**src/rtl/zero_chunk_decompressor.sv**
```systemverilog
// Expands one zero-chunk-compressed page (metadata line + non-zero chunks) into a full
// 64-line page, synthesising the all-zero chunks locally.
module zero_chunk_decompressor #(
    parameter int DATA_WIDTH  = 512,
    parameter int CHUNKS      = 4,
    parameter int CHUNK_LINES = 16
) (
    input  logic                  clk_i,
    input  logic                  rst_ni,
    input  logic                  decomp_start,
    input  logic                  rdfifo_empty,
    output logic                  rd_req,
    input  logic [DATA_WIDTH-1:0] rd_data,
    input  logic [1:0]            rd_rresp,
    input  logic                  rd_valid,
    input  logic                  wrfifo_full,
    output logic                  wr_req,
    output logic [DATA_WIDTH-1:0] wr_data,
    output logic [6:0]            decomp_size,
    output logic                  decomp_done,
    output logic                  bus_error,
    output logic [2:0]            debug_state,
    output logic [6:0]            debug_line_cnt
);

    localparam logic [2:0] IDLE      = 3'd0;
    localparam logic [2:0] RD_META   = 3'd1;
    localparam logic [2:0] EMIT      = 3'd2;
    localparam logic [2:0] DONE      = 3'd3;
    localparam logic [2:0] BUS_ERROR = 3'd4;

    localparam int         LINE_W     = $clog2(CHUNK_LINES);
    localparam int         CIDX_W     = $clog2(CHUNKS);
    localparam logic [6:0] PAGE_LINES = 7'(CHUNKS * CHUNK_LINES);

    // Compressed footprint: metadata line plus every chunk whose zero flag is clear.
    function automatic logic [6:0] comp_size_f(input logic [CHUNKS-1:0] meta);
        logic [6:0] n;
        n = 7'd1;
        for (int i = 0; i < CHUNKS; i++) begin
            if (!meta[i]) begin
                n = n + 7'(CHUNK_LINES);
            end else begin
                n = n;
            end
        end
        return n;
    endfunction

    logic [2:0]            state_r, state_n;
    logic [6:0]            line_cnt_r, line_cnt_n;
    logic [CHUNKS-1:0]     meta_r, meta_n;
    logic [6:0]            size_r, size_n;
    logic [DATA_WIDTH-1:0] buf_r, buf_n;
    logic                  buf_vld_r, buf_vld_n;
    logic                  outst_r, outst_n;
    logic                  rd_req_r, rd_req_n;
    logic                  wr_req_r, wr_req_n;
    logic [DATA_WIDTH-1:0] wr_data_r, wr_data_n;
    logic                  done_r, berr_r;
    logic [2:0]            dbg_state_r;
    logic                  rd_ok_s;
    logic [CIDX_W-1:0]     chunk_s;

    assign rd_ok_s = rd_valid && outst_r;
    assign chunk_s = line_cnt_r[LINE_W +: CIDX_W];

    // Next-state and datapath decisions for the page walk.
    always_comb begin
        state_n    = state_r;
        line_cnt_n = line_cnt_r;
        meta_n     = meta_r;
        size_n     = size_r;
        buf_n      = buf_r;
        buf_vld_n  = buf_vld_r;
        outst_n    = outst_r;
        rd_req_n   = 1'b0;
        wr_req_n   = 1'b0;
        wr_data_n  = wr_data_r;
        case (state_r)
            IDLE: begin
                if (decomp_start && !rdfifo_empty) begin
                    state_n  = RD_META;
                    rd_req_n = 1'b1;
                    outst_n  = 1'b1;
                end else begin
                    state_n = IDLE;
                end
            end
            RD_META: begin
                if (rd_ok_s) begin
                    outst_n = 1'b0;
                    if (rd_rresp != 2'b00) begin
                        state_n = BUS_ERROR;
                    end else begin
                        meta_n     = rd_data[CHUNKS-1:0];
                        size_n     = comp_size_f(rd_data[CHUNKS-1:0]);
                        line_cnt_n = 7'd0;
                        state_n    = EMIT;
                    end
                end else begin
                    state_n = RD_META;
                end
            end
            EMIT: begin
                if (line_cnt_r == PAGE_LINES) begin
                    state_n = DONE;
                end else if (rd_ok_s && (rd_rresp != 2'b00)) begin
                    outst_n = 1'b0;
                    state_n = BUS_ERROR;
                end else if (meta_r[chunk_s]) begin
                    if (!wrfifo_full) begin
                        wr_req_n   = 1'b1;
                        wr_data_n  = {DATA_WIDTH{1'b0}};
                        line_cnt_n = line_cnt_r + 7'd1;
                    end else begin
                        wr_req_n = 1'b0;
                    end
                end else if (rd_ok_s) begin
                    buf_n     = rd_data;
                    buf_vld_n = 1'b1;
                    outst_n   = 1'b0;
                end else if (buf_vld_r) begin
                    // A buffered line blocks further reads until it has been written out.
                    if (!wrfifo_full) begin
                        wr_req_n   = 1'b1;
                        wr_data_n  = buf_r;
                        buf_vld_n  = 1'b0;
                        line_cnt_n = line_cnt_r + 7'd1;
                    end else begin
                        buf_vld_n = 1'b1;
                    end
                end else if (!outst_r && !rdfifo_empty) begin
                    rd_req_n = 1'b1;
                    outst_n  = 1'b1;
                end else begin
                    outst_n = outst_r;
                end
            end
            DONE: begin
                if (!decomp_start) begin
                    state_n = IDLE;
                end else begin
                    state_n = DONE;
                end
            end
            BUS_ERROR: begin
                state_n = BUS_ERROR;
            end
            default: begin
                state_n = IDLE;
            end
        endcase
    end

    // State, buffer and registered-output update.
    always_ff @(posedge clk_i or negedge rst_ni) begin
        if (!rst_ni) begin
            state_r     <= IDLE;
            line_cnt_r  <= 7'd0;
            meta_r      <= {CHUNKS{1'b0}};
            size_r      <= 7'd0;
            buf_r       <= {DATA_WIDTH{1'b0}};
            buf_vld_r   <= 1'b0;
            outst_r     <= 1'b0;
            rd_req_r    <= 1'b0;
            wr_req_r    <= 1'b0;
            wr_data_r   <= {DATA_WIDTH{1'b0}};
            done_r      <= 1'b0;
            berr_r      <= 1'b0;
            dbg_state_r <= IDLE;
        end else begin
            state_r     <= state_n;
            line_cnt_r  <= line_cnt_n;
            meta_r      <= meta_n;
            size_r      <= size_n;
            buf_r       <= buf_n;
            buf_vld_r   <= buf_vld_n;
            outst_r     <= outst_n;
            rd_req_r    <= rd_req_n;
            wr_req_r    <= wr_req_n;
            wr_data_r   <= wr_data_n;
            done_r      <= (state_n == DONE);
            berr_r      <= (state_n == BUS_ERROR);
            dbg_state_r <= state_n;
        end
    end

    assign rd_req         = rd_req_r;
    assign wr_req         = wr_req_r;
    assign wr_data        = wr_data_r;
    assign decomp_size    = size_r;
    assign decomp_done    = done_r;
    assign bus_error      = berr_r;
    assign debug_state    = dbg_state_r;
    assign debug_line_cnt = line_cnt_r;

endmodule

```
**config.mk**
```make
export PLATFORM = sky130hd
export DESIGN_NAME = zero_chunk_decompressor
export DESIGN_NICKNAME = d
export VERILOG_FILES = /design/src/rtl/zero_chunk_decompressor.sv
export SDC_FILE = /design/constraint.sdc
export NUM_CORES = 1
export LEC_CHECK = 0
export CAP_MARGIN = 20
export CELL_PAD_IN_SITES_DETAIL_PLACEMENT = 1
export CELL_PAD_IN_SITES_GLOBAL_PLACEMENT = 1
export CORE_AREA = 3 3 411 413
export CTS_CLUSTER_DIAMETER = 80
export DETAILED_ROUTE_END_ITERATION = 8
export DIE_AREA = 0 0 414 416
export PLACE_DENSITY = 0.67
export SYNTH_ARGS = -nofsm -noshare
export SYNTH_HDL_FRONTEND = slang
export SYNTH_SLANG_ARGS = --single-unit
```
**constraint.sdc**
```tcl
create_clock -name clk_i -period 4.53 [get_ports clk_i]
set_input_delay 0.453 -clock clk_i [delete_from_list [all_inputs] [get_ports clk_i]]
set_output_delay 0.453 -clock clk_i [all_outputs]
set_load 0.05 [all_outputs]
```
======== After elaboration in Yosys (flattened, before gate mapping) ========
Cells that the tools add are included.
word-level totals
  bits of input ports ..................... 520
  output and inout bits ................... 533
  register bits ........................... 1,051
  word-level logic and storage cells ...... 121
cells by class
  muxes and demuxes ....................... 63
  reduce and logical (&&, ||, !) cells .... 17
  $lt $le $gt $ge ......................... 1
  eq/ne operators ......................... 20
  $add $sub $neg .......................... 4
  bitwise logic cells ..................... 4
operators with widths
  kind                 number
  $mux 512             5
  $mux 7               20
  $mux 1               27
  $add 7x5->7 const B  3
  $reduce_and 7->1     3
  $pmux 3 s5           1
  $pmux 7 s2           1
  $mux 3               4
  $ne 2x2->1 const B   6
  $eq 3x2->1 const B   3
  $ne 3x3->1 const B   3
  $ne 4x4->1 const B   2
  $add 7x1->7 const B  1
  $eq 7x7->1 const B   1
  $eq 3x3->1 const B   2
  $reduce_bool 2->1    3
  $mux 5               1
  $reduce_and 5->1     1
  $logic_and 1x1->1    4
  $not 1->1            4
  $reduce_and 4->1     1
  $eq 3x1->1 const B   1
  $logic_not 3->1      1
  $lt 2x3->1 const B   1
  other kinds (9)      10

======== Longest topological paths before layout ========
Gate-level depths: netlist of run 1.
  word-level depth ........................ 16
  depth in mapped cells ................... 11
  mapped depth without buffers ............ 8

======== Worst setup path before layout of run 1 ========
No wires, ideal clock.
  kind .................................... register to register
  from .................................... register line_cnt_r[4] (netlist: debug_line_cnt[4])
  to ...................................... register buf_r[286]
  data arrival time ....................... 2.521 ns
  setup slack ............................. 1.884 ns
  data required time ...................... 4.405 ns
  path buffers ............................ 4
  cell stages (with the launch flop) ...... 10
  library setup time ...................... 0.125 ns
  clock period less this slack ............ 2.646 ns
  cell sequence ........................... dfrtp_1 > buf_2 > mux2i_1 > mux2_2 > clkbuf_1 > nand3_1 > nor2_2 > buf_2 > buf_4 > mux2_2
on the way
  word-level cells in the longest chain between the ends .. 4
  elaborated cells between the ends (all ways) .. 6
  those cells by class .................... eq/ne: 1; mux: 2; bitwise: 2; reduce/logical: 1
ends and longest elaborated chain
  what                            RTL line  source
  start: declaration              51        logic [6:0] line_cnt_r, line_cnt_n;
  start signal: assignment        174       line_cnt_r <= line_cnt_n;
  $bmux 1 s2                      111       end else if (meta_r[chunk_s]) begin
  $mux 1 (not written as such)    111
  $not 1->1 (no line)             n/a
  $reduce_and 5->1 (no line) (*)  n/a
  end signal: assignment          163       buf_r <= {DATA_WIDTH{1'b0}};
  end signal: assignment          177       buf_r <= buf_n;
  end: declaration                54        logic [DATA_WIDTH-1:0] buf_r, buf_n;
Mark *: on every way between the ends. The rest lies on a longest branch, timed or not. The select of a mux whose other input is x is not followed.
A chain may end at the register's enable or synchronous reset.

======== Worst setup path after layout of run 1 ========
  from .................................... register line_cnt_r[4] (netlist: debug_line_cnt[4])
  to ...................................... register buf_r[244]
The elaborated chain is that of the path after synthesis.

==> metrics.txt, run 1 <==
status=complete, no violations; Mapped Area=between 40000 and 50000 um2; Yosys Warn Count=0; dpl hpwl=between 100000 and 150000 um; worst r2r src=debug_line_cnt[4]$_DFFE_PN0P_; Slew @ Worst Pin=~1300 ps; Non-Filler Instances=around 6800; Slew HR=~14%; fmax=313 MHz; sequential fraction of the synthesis area=64.7%; final WL=144000 um; largest net degree at the start of global routing=158; Clk pwr share=roughly 26%; Main synth FF type=dfrtp_1; ys async rst share=100%; critical path's slowest cell=dfrtp_1; grt ovf=0; max incr delay on CP=570 ps; P_leak=about 25 nW; P_sw=approximately 16 mW; hold slack=about 280 ps; Setup crit end kind=flip-flop; sw frac=about two fifths; CTS Buffer Depth=3; worst-path cell chain=mux2i_1 > mux2_8 > nand3_1 > nor2_4 > buf_12 > buf_12 > mux2_2; DIE HEIGHT=about 420 um; Power Dens Cells=a little under 700 nW/um2; layout cells sized above 1=between 10% and 20%; iteration-0 DRC count of the detailed router=~1400; number of CTS-inserted buffers=130; Setup Skew=41.7 ps; Final GP Congestion=0.834; standard-cell rows=about 150; reg-to-reg endpoint=buf_r[244]$_DFFE_PN0P_; Hold Vio Cnt, Final=0; Critical Path Source Type=flip-flop; DR pass1 iterations=4; gr usage total=around 16%; most frequent cells in the layout=dfrtp_1, clkdlybuf4s50_1, nand2_1; combinational power share=37.0%; die area=between 150000 and 200000 um2; antenna violations before repair=54; internal power=~24 mW; Worst-path clk slew=60 ps; Setup Crit Path Kind=reg -> reg; Initial Utilization=~25%; Total Power=40.0 mW; Final TNS setup=0 ps; Cells after Synth=approximately 3500; # IOs=1053; Final period util=a little over 70%; Nets=about 5000; Worst Setup EP=buf_r[244]$_DFFE_PN0P_; Avg Cell Area, Syn=around 12 um2; crit path time final=between 3000 and 4000 ps; Avg WL per Cell=21.2 um; RSZ-0062 raised after global routing=false; Finished Core Util=a little over a third; EDFF count, synth=0; Worst Path Required=a little over 5000 ps; VDD IR max=about 0.44 mV; CTS Sinks=between 1000 and 1500; Resized cells post-CTS=0; first-pass GRT wire length=about 210000 um; cell repeated most along the worst path=buf_12; Placeable Area=between 150000 and 200000 um2; vias in the first global route=roughly 32000; Max-Cap Viols=0; via count=~29000; TritonCTS clock tree=built; Vias/cell=4.35; Worst Path Arrival=around 3800 ps; Layout area overhead=42.0%; Seq cells post-synth=1048; Placed Cells incl. Taps=~6500; post-synth cell types=46; reg-to-reg setup timing slack=1340 ps; input/output buffers=~1000; Sequential Power Share=a little under two fifths; reg2reg path depth=7; H-tree depth=4; DRC errors left=0; Pins Over Slew Limit=0; Setup Viol. Count Final=0; Worst-Skew Late Latency=a little under 800 ps; Chip Width=414 um; clock root buffer master=clkbuf_16; # fillers=roughly 18000; Critical Path Fanout Max=~110; Hold Crit Class=in -> reg; Worst Setup SP=debug_line_cnt[4]$_DFFE_PN0P_; antenna-violating nets left=0
-- power by group through the flow --
stage / combinational, mW / clock, mW / sequential, mW
after global placement: 14.7 / 0 / 15.0
after CTS: 15.1 / 10.6 / 15.1
after global routing: 15.8 / 11.0 / 15.5
after detailed placement: 15.0 / 0 / 15.2
after floorplan: 4.73 / 0 / 19.3
final: 14.8 / 10.2 / 15.0
-- worst min-delay path by stage --
stage,startpoint,endpoint,slack (ps),depth (start not counted)
floorplan,rst_ni,buf_r[0]$_DFFE_PN0P_,160,0
detailed placement,decomp_size[0]$_DFFE_PN0P_,decomp_size[0]$_DFFE_PN0P_,470,1
global placement,decomp_size[0]$_DFFE_PN0P_,decomp_size[0]$_DFFE_PN0P_,450,1
finish,rd_data[430],buf_r[430]$_DFFE_PN0P_,280,2
global route,rd_data[410],buf_r[410]$_DFFE_PN0P_,220,2
CTS,rd_data[427],buf_r[427]$_DFFE_PN0P_,170,2
-- layout make-up --
class	instances	area [um2]	share of cell area, %
Multi-Input combinational cell	2158	12900	22.5
Antenna cell	32	80.1	0.139
Timing Repair Buffer	1114	11300	19.6
Clock buffer	191	3850	6.69
Inverter	9	33.8	0.0587
Clock inverter	35	412	0.715
Tap cell	2189	2740	4.76
Sequential cell	1048	26200	45.6
-- timing repair --
action,4_1_cts,5_1_grt
hold buffers,1,0
setup buffers,0,0
endpoints found under the hold margin,64,0
setup endpoints to repair,0,0
-- cells by family after synthesis --
family                   Yosys count  share of synthesized area [%]
flip-flops                      1048                           64.7
AO/OA/AOI/OAI                    554                           6.95
buffers and inverters            246                           3.46
multiplexers                     521                           14.5
other                              1                        0.00925
XOR/XNOR                           3                         0.0648
AND/OR/NAND/NOR                 1072                           10.2
adder cells (fa/ha/maj)            5                          0.154
-- sequential cells by signal, summed over array words and instances, names as in the netlist --
signal          count
debug_state         3
wr_data           512
debug_line_cnt      7
outst_r             1
rd_req              1
buf_vld_r           1
wr_req              1
decomp_done         1
meta_r              4
decomp_size         4
buf_r             512
bus_error           1
-- per-stage QoR --
stage	area, um2	worst slack [ps]
finish	57600	1340
global route	57500	1150
CTS	57500	1310
detailed placement	53200	1340
global placement	53200	1380
floorplan	40500	1880
-- layer usage --
layer  global-route usage [%]  vias up  share of wire (%)  routed length (um)
li1                         -    13500                  -                   -
met1                     17.6    14900                 37               53000
met2                     28.5      769                 51               72700
met3                     6.02      274                7.4               10700
met4                     8.35       30                4.9                7010
met5                        0        -               0.14                 194
-- synth_stat cells (2+ instances only) --
cell type / n / area, um2
dfrtp_1: 1048 / 26200
nand2_1: 1037 / 3890
mux2_2: 476 / 5360
o21ai_0: 438 / 2190
clkbuf_1: 112 / 420
o21ai_1: 90 / 450
buf_4: 79 / 593
mux2_1: 39 / 439
buf_2: 33 / 165
buf_8: 12 / 180
a21oi_1: 9 / 45.0
inv_1: 9 / 33.8
nor2_1: 6 / 22.5
ha_1: 5 / 62.6
mux2i_1: 5 / 50.1
nand3_1: 5 / 25.0
nand2b_1: 4 / 25.0
o31ai_1: 4 / 30.0
and3_1: 3 / 18.8
o22ai_1: 3 / 18.8
a211oi_1: 2 / 15.0
nor3_1: 2 / 10.0
nor3b_1: 2 / 15.0
o2111ai_1: 2 / 17.5
o211ai_1: 2 / 15.0
or3_1: 2 / 12.5
xnor2_1: 2 / 17.5
-- critical path, delay by kind of cell, from the launching register on --
| family | cells | cell delay (ps) |
|---|---|---|
| muxes | 3 | 1170 |
| and+or+nand+nor | 2 | 440 |
| DFF | 1 | 570 |
| buffers and inverters | 2 | 670 |
Note: power is estimated with default switching activity, not from simulation.
==> run 2: changes to the inputs <==
Settings changed: PLACE_DENSITY 0.67 to 0.69.
Clock period 4.53 ns to 2.7 ns, I/O delays scaled along.
==> run 2 against run 1 <==
Net effect: register-to-register slack lost 1300 ps; core utilization increased by 0.38 points; clock power grew 57%; clock-buffer cell count decreased by 15; non-clock buffer count increased by 88; final cell count up 1.2%; largest cell class unchanged.
==> metrics.txt, run 2 (synthesis results as in run 1) <==
status=complete, no violations; antenna violations before repair=48 (-11%); Worst Setup EP=buf_r[104]$_DFFE_PN0P_; Final period util=98.2% (+28 points); final instance area=58200 um2 (+1.1%); dpl hpwl=112000 um (+6.4%); Worst-path clk slew=60 ps (about the same); Layout area overhead=43.6%; standard-cell rows=149 (unchanged); Total Power=66.9 mW (+67%); final WL=149000 um (+3.6%); area of the multi-input gates=12900 um2 (unchanged); input/output buffers=1049 (unchanged); Setup Viol. Count Final=0 (unchanged); first-pass GRT wire length=220000 um (+3.3%); number of CTS-inserted buffers=114 (-12%); P_leak=25.3 nW (+1.6%); max incr delay on CP=520 ps (-50 ps); layout cells sized above 1=17.7% (+1.3 points); Final GP Congestion=0.844 (+1.1%); gr usage total=16.9% (+0.47 points); via count=30100 (+2.0%); Worst-Skew Late Latency=740 ps (-40 ps); reg2reg path depth=8 (+1); Hold Vio Cnt, Final=0 (unchanged); DR pass1 iterations=5 (+1); placed cell area=54200 um2 (+1.9%); Slew HR=44.7% (+31 points); DRC errors left=0 (unchanged); vias in the first global route=32600 (+1.9%); pre-CTS WS=-174 ps (-1520 ps); Nets=5058 (+1.4%); PnR worst setup slack=48.8 ps (-1290 ps); Non-Filler Instances=6854 (+1.2%); Vias/cell=4.39 (+0.88%); Setup Crit Path Kind=reg -> reg; reg-to-reg setup timing slack=50 ps (-1290 ps); WP buf/inv=3 (+1); fmax=377 MHz (+20%); Worst Setup SP=debug_line_cnt[4]$_DFFE_PN0P_; antenna-violating nets left=0 (unchanged); Critical Path Source Type=flip-flop; VDD IR max=0.596 mV (+36%); Power Dens Cells=1150 nW/um2 (+65%); cell count along the critical path=8 (+1); Setup crit end kind=flip-flop; TritonCTS clock tree=built; CTS Buffer Depth=3 (unchanged); Initial Utilization=24.5% (unchanged); Hold Crit Class=in -> reg; Slew @ Worst Pin=828 ps (-466 ps); Chip Width=414 um (unchanged); CP delay by family, top=simple AND/OR/NAND/NOR gates; Worst Path Arrival=3270 ps (-560 ps); most frequent cells in the layout=dfrtp_1, clkdlybuf4s50_1, nand2_1; # fillers=18200 (+0.082%); die area=172000 um2 (unchanged); worst-path cell chain=buf_4 > nor4_1 > nand3_1 > nand3_1 > nor2_4 > buf_12 > buf_4 > mux2_2; CTS Sinks=1048 (unchanged); H-tree depth=3 (-1); Critical Path Fanout Max=26 (-76%); Avg WL per Cell=21.7 um (+2.5%); reg-to-reg endpoint=buf_r[104]$_DFFE_PN0P_; Placed Cells incl. Taps=6605 (+1.4%); Placeable Area=165000 um2 (unchanged); DIE HEIGHT=416 um (unchanged); worst r2r src=debug_line_cnt[4]$_DFFE_PN0P_; Pins Over Slew Limit=0 (unchanged); clock root buffer master=clkbuf_16; RSZ-0062 raised after global routing=false; largest net degree at the start of global routing=105 (-34%); iteration-0 DRC count of the detailed router=1427 (unchanged); critical path's slowest cell=nor4_1; Worst Path Required=3320 ps (-1850 ps); grt ovf=0 (unchanged); Max-Cap Viols=0 (unchanged); Setup Skew=31.0 ps (-10.7 ps); post-CTS setup buffer count=0 (unchanged); crit path time final=2650 ps (-541 ps); Seq. cell area=26200 um2 (unchanged); # IOs=1053 (unchanged); Final TNS setup=0 ps (unchanged)
-- run 2: cell types whose count changed in the layout (fill, tap and decap cells not counted), sizes merged --
cell	previous run	this run
buf	65	153
bufinv	1	5
clkbuf	191	176
clkinv	22	26
clkinvlp	4	1
diode	32	36
inv	17	13
-- run 2: power by group --
part / internal [mW] / switching, mW / leakage, nW / total (mW)
Sequential: 21.7 / 3.66 / 13.7 / 25.4
Clock: 9.34 / 6.68 / 1.91 / 16.0
Combinational: 9.34 / 16.2 / 9.64 / 25.5
-- run 2: cell type report --
class / instances / area share [%]
clock inverters: 36 / 0.641
multi-input cells: 2158 / 22.2
diodes: 36 / 0.155
inverters: 9 / 0.0581
well taps: 2189 / 4.71
clock buffers: 176 / 5.98
repair buffers: 1202 / 21.2
flip-flops and latches: 1048 / 45.1
-- run 2: stage by stage --
step / utilization, % / hold slack, ps
after floorplan: - / -25.6
after global placement: 32.8 / 345
after detailed placement: 32.8 / 346
after CTS: 35.2 / 22.1
after global routing: 35.2 / 82.8
final: 35.2 / 128
-- run 2: per-layer routing --
| layer | global-route usage, % | part of all wire [%] | routed length, um |
|---|---|---|---|
| met4 | 7.26 | 3.7 | 5500 |
| met2 | 30.2 | 52 | 77300 |
| met5 | 0 | 0.097 | 145 |
| met1 | 18.7 | 38 | 56200 |
| met3 | 4.98 | 6.5 | 9660 |
-- run 2: worst reg2reg max path, cell delays in order (launching register included) --
cell and delay (ps):
dfrtp_1 450, buf_4 190, nor4_1 520, nand3_1 290, nand3_1 210, nor2_4 70, buf_12 180, buf_4 350
mux2_2 280
-- run 2: timing repair --
action | CTS | global route
hold buffers | 1 | 0
endpoints found under the hold margin | 55 | 0
gates resized for setup | 0 | 1
setup endpoints to repair | 0 | 2
-- run 2: worst min-delay path by stage --
stage | to | cells past startpoint | start | slack (ps)
2_1_floorplan | buf_r[0]$_DFFE_PN0P_ | 0 | rst_ni | -30
3_3_place_gp | buf_r[323]$_DFFE_PN0P_ | 1 | rst_ni | 340
3_5_place_dp | buf_r[320]$_DFFE_PN0P_ | 1 | rst_ni | 350
4_1_cts | buf_r[414]$_DFFE_PN0P_ | 2 | rd_data[414] | 20
5_1_grt | buf_r[215]$_DFFE_PN0P_ | 2 | rd_data[215] | 80
6_report | buf_r[414]$_DFFE_PN0P_ | 2 | rd_data[414] | 130
==> run 3: changes to the inputs <==
Settings changed: ABC_AREA from default to 1, CORE_AREA 3 3 411 413 to 3 3 403 405, DIE_AREA 0 0 414 416 to 0 0 406 408, GPL_TIMING_DRIVEN from default to 0, PLACE_DENSITY 0.69 to 0.74.
==> run 3 against run 2 <==
Net effect: the flow now finishes with violations (hold timing); combinational power shrank 61%; wire length grew 27%; final cell count grew 17%; final area grew 2.2%; critical path depth shrank 7; global-route usage grew 5.3 points; worst setup slack gained 81 ps; sequential share of layout area shrank 0.97 points; die area shrank 3.8%; sequential cell count is the same; largest power group is now sequential cells.
==> metrics.txt, run 3 <==
hold slack=-553 ps (-682 ps); reg-to-reg setup timing slack=190 ps (+140 ps); pre-CTS WS=-1130 ps (-959 ps); Setup Viol. Count Final=0 (unchanged); layout cells sized above 1=8.04% (-9.7 points); die area=166000 um2 (-3.8%); max incr delay on CP=1170 ps (+650 ps); Setup Crit Path Kind=reg -> out; grt ovf=0 (unchanged); Final GP Congestion=0.935 (+11%); Chip Width=406 um (-1.9%); input/output buffers=1049 (unchanged); # fillers=18400 (+1.3%); largest family of logic cells by synthesized area=simple AND/OR/NAND/NOR gates; DRC errors left=0 (unchanged); Hold Crit Class=in -> async; final WL=189000 um (+27%); antenna-violating nets left=0 (unchanged); EDFF count, synth=0 (unchanged); largest net degree at the start of global routing=177 (+69%); fmax=389 MHz (+3.2%); Avg Cell Area, Syn=8.94 um2 (-24%); WP buf/inv=1 (-2); Max-Cap Viols=0 (unchanged); Placeable Area=159000 um2 (-3.9%); Hold Buf Count CTS=12 (+11); Nets=6359 (+26%); Power Dens Cells=765 nW/um2 (-33%); Pins Over Slew Limit=0 (unchanged); TritonCTS clock tree=built; Worst Path Required=2430 ps (-890 ps); ys async rst share=100% (unchanged); Seq. cell area=26200 um2 (about the same); Worst-path clk slew=60 ps (about the same); Critical Path Fanout Max=2 (-92%); synth top area cells=dfrtp_1, nand2_1, nand3_1, o21ai_0, buf_2; post-synth cell types=29 (-37%); crit path time final=2570 ps (-81.1 ps); failing checks=hold timing; standard-cell rows=146 (-2.0%); Layout area overhead=43.4%; Yosys top cell area share=63.2% (-1.5 points); Main synth FF type=dfrtp_1; Final TNS setup=0 ps (unchanged); dpl hpwl=145000 um (+29%); Final period util=95.2% (-3.0 points); most frequent cells in the layout=nand2_1, clkdlybuf4s50_1, dfrtp_1; Hold Vio Cnt, Final=152 (+152); Seq cells post-synth=1048 (unchanged); vias in the first global route=40100 (+23%); Worst Path Arrival=2300 ps (-970 ps); Critical Path Source Type=flip-flop; DR pass1 iterations=8 (+3); sequential fraction of the synthesis area=63.2% (-1.5 points); Setup crit end kind=output pin; Yosys Warn Count=0 (unchanged); Slew @ Worst Pin=1090 ps (+261 ps); most common cell in the netlist=nand2_1; RSZ-0062 raised after global routing=true; reg2reg path depth=9 (+1); CP delay by family, top=buffers and inverters; number of CTS-inserted buffers=121 (+6.1%); cell taking the most area after synthesis=dfrtp_1; worst-path cell chain=clkdlybuf4s50_1; area of the multi-input gates=13600 um2 (+5.1%); Initial Utilization=26.1% (+1.6 points); Avg WL per Cell=23.4 um (+7.9%); PnR worst setup slack=130 ps (+81.1 ps); Slew HR=27.4% (-17 points); most frequent cells after synthesis=nand2_1, dfrtp_1, nand3_1; via count=38000 (+26%); simple-gate share of the synthesized area=26.0% (+16 points); gr usage total=22.3% (+5.3 points); VDD IR max=0.582 mV (-2.3%); Mapped Area=41500 um2 (+2.3%); CTS Sinks=1048 (unchanged); Setup Skew=63.1 ps (+32.2 ps); Cells after Synth=4637 (+34%); Adder-Cell Fraction of Synth Area=0.151% (-0.0035 points); Vias/cell=4.72 (+7.5%); Worst-Skew Late Latency=760 ps (+20 ps); P_leak=27.4 nW (+8.4%); clock root buffer master=clkbuf_16; first-pass GRT wire length=273000 um (+24%); H-tree depth=3 (unchanged); iteration-0 DRC count of the detailed router=2340 (+64%); Compound-Gate Fraction of Synth Area=6.35% (-0.60 points); CTS Buffer Depth=3 (unchanged); status=complete, but fails checks; cell count along the critical path=1 (-7); # IOs=1053 (unchanged); DIE HEIGHT=408 um (-1.9%); mux contribution to synthesized area=0.0241% (-14 points); commonest non-fill, non-tap cell in the layout=nand2_1; critical path's slowest cell=clkdlybuf4s50_1; antenna violations before repair=66 (+38%); xor and xnor area share after synthesis=0.0634% (-0.0015 points)
[run 3: cell types whose count changed after synthesis, sizes merged, moves of 4 or more]
cell    before   now
clkbuf     112   130
inv          9    24
o21ai      528   521
mux2       515     0
nand2     1037  2110
a21oi        9     2
o31ai        4     0
nor2         7    28
nand3        6   538
buf        125   215
nand2b       4     0
mux2i        5     1
[run 3: layout make-up]
| cell class | count | area share, % |
|---|---|---|
| diodes | 43 | 0.181 |
| plain buffers | 345 | 2.96 |
| clock buffers | 174 | 5.97 |
| clock inverters | 48 | 1.16 |
| inverters | 24 | 0.151 |
| multi-input cells | 3222 | 22.8 |
| flip-flops and latches | 1048 | 44.1 |
| well taps | 2072 | 4.36 |
| repair buffers | 1072 | 18.3 |
[run 3: report_power, final]
part           total (mW)  internal (mW)  switching, mW
Clock                17.4           10.3           7.10
Combinational        9.82           2.96           6.86
Sequential           18.3           17.3          0.987
[run 3: per-layer routing]
layer	vias to the layer above	GRT usage [%]	wire length [um]	part of all wire [%]
met1	19200	26.9	76300	40
met3	349	6.00	13300	7.1
met2	1088	37.2	90300	48
li1	17300	-	-	-
met4	28	9.70	8390	4.4
met5	-	0	211	0.11
[run 3: final timing paths]
check	to	startpoint
worst max-delay path	wr_data[157]	wr_data[157]$_DFFE_PN0P_
worst max register to register	wr_data[119]$_DFFE_PN0P_	debug_line_cnt[5]$_DFFE_PN0P_
worst min register to register	decomp_size[0]$_DFFE_PN0P_	decomp_size[0]$_DFFE_PN0P_
max in group asynchronous	buf_r[283]$_DFFE_PN0P_	rst_ni
worst min-delay path	buf_r[473]$_DFFE_PN0P_	rst_ni
min in group clk_i	buf_r[127]$_DFFE_PN0P_	rd_data[127]
[run 3: kinds of logic after synthesis]
group / after synthesis
AND/OR/NAND/NOR: 2685
flip-flops: 1048
multiplexers: 1
AO/OA/AOI/OAI: 525
buffers and inverters: 369
other: 1
adder cells (fa/ha/maj): 5
XOR/XNOR: 3
[run 3: repair_timing]
| item | 4_1_cts | 5_1_grt |
|---|---|---|
| pin swaps | 0 | 0 |
| resized for setup | 39 | 64 |
| endpoints found under the setup margin | 1034 | 877 |
| hold endpoints to repair | 163 | 151 |
| buffers inserted | 2 | 1 |
[run 3: stage by stage]
stage | util, % | area [um2] | instances | total power, mW
after floorplan | - | 41500 | 4639 | 23.7
after global placement | 34.4 | 54600 | 7760 | 28.0
after detailed placement | 34.5 | 54800 | 7768 | 28.4
after CTS | 37.3 | 59300 | 8004 | 46.0
after global routing | 37.4 | 59400 | 8030 | 47.7
final | 37.5 | 59500 | 8048 | 45.5
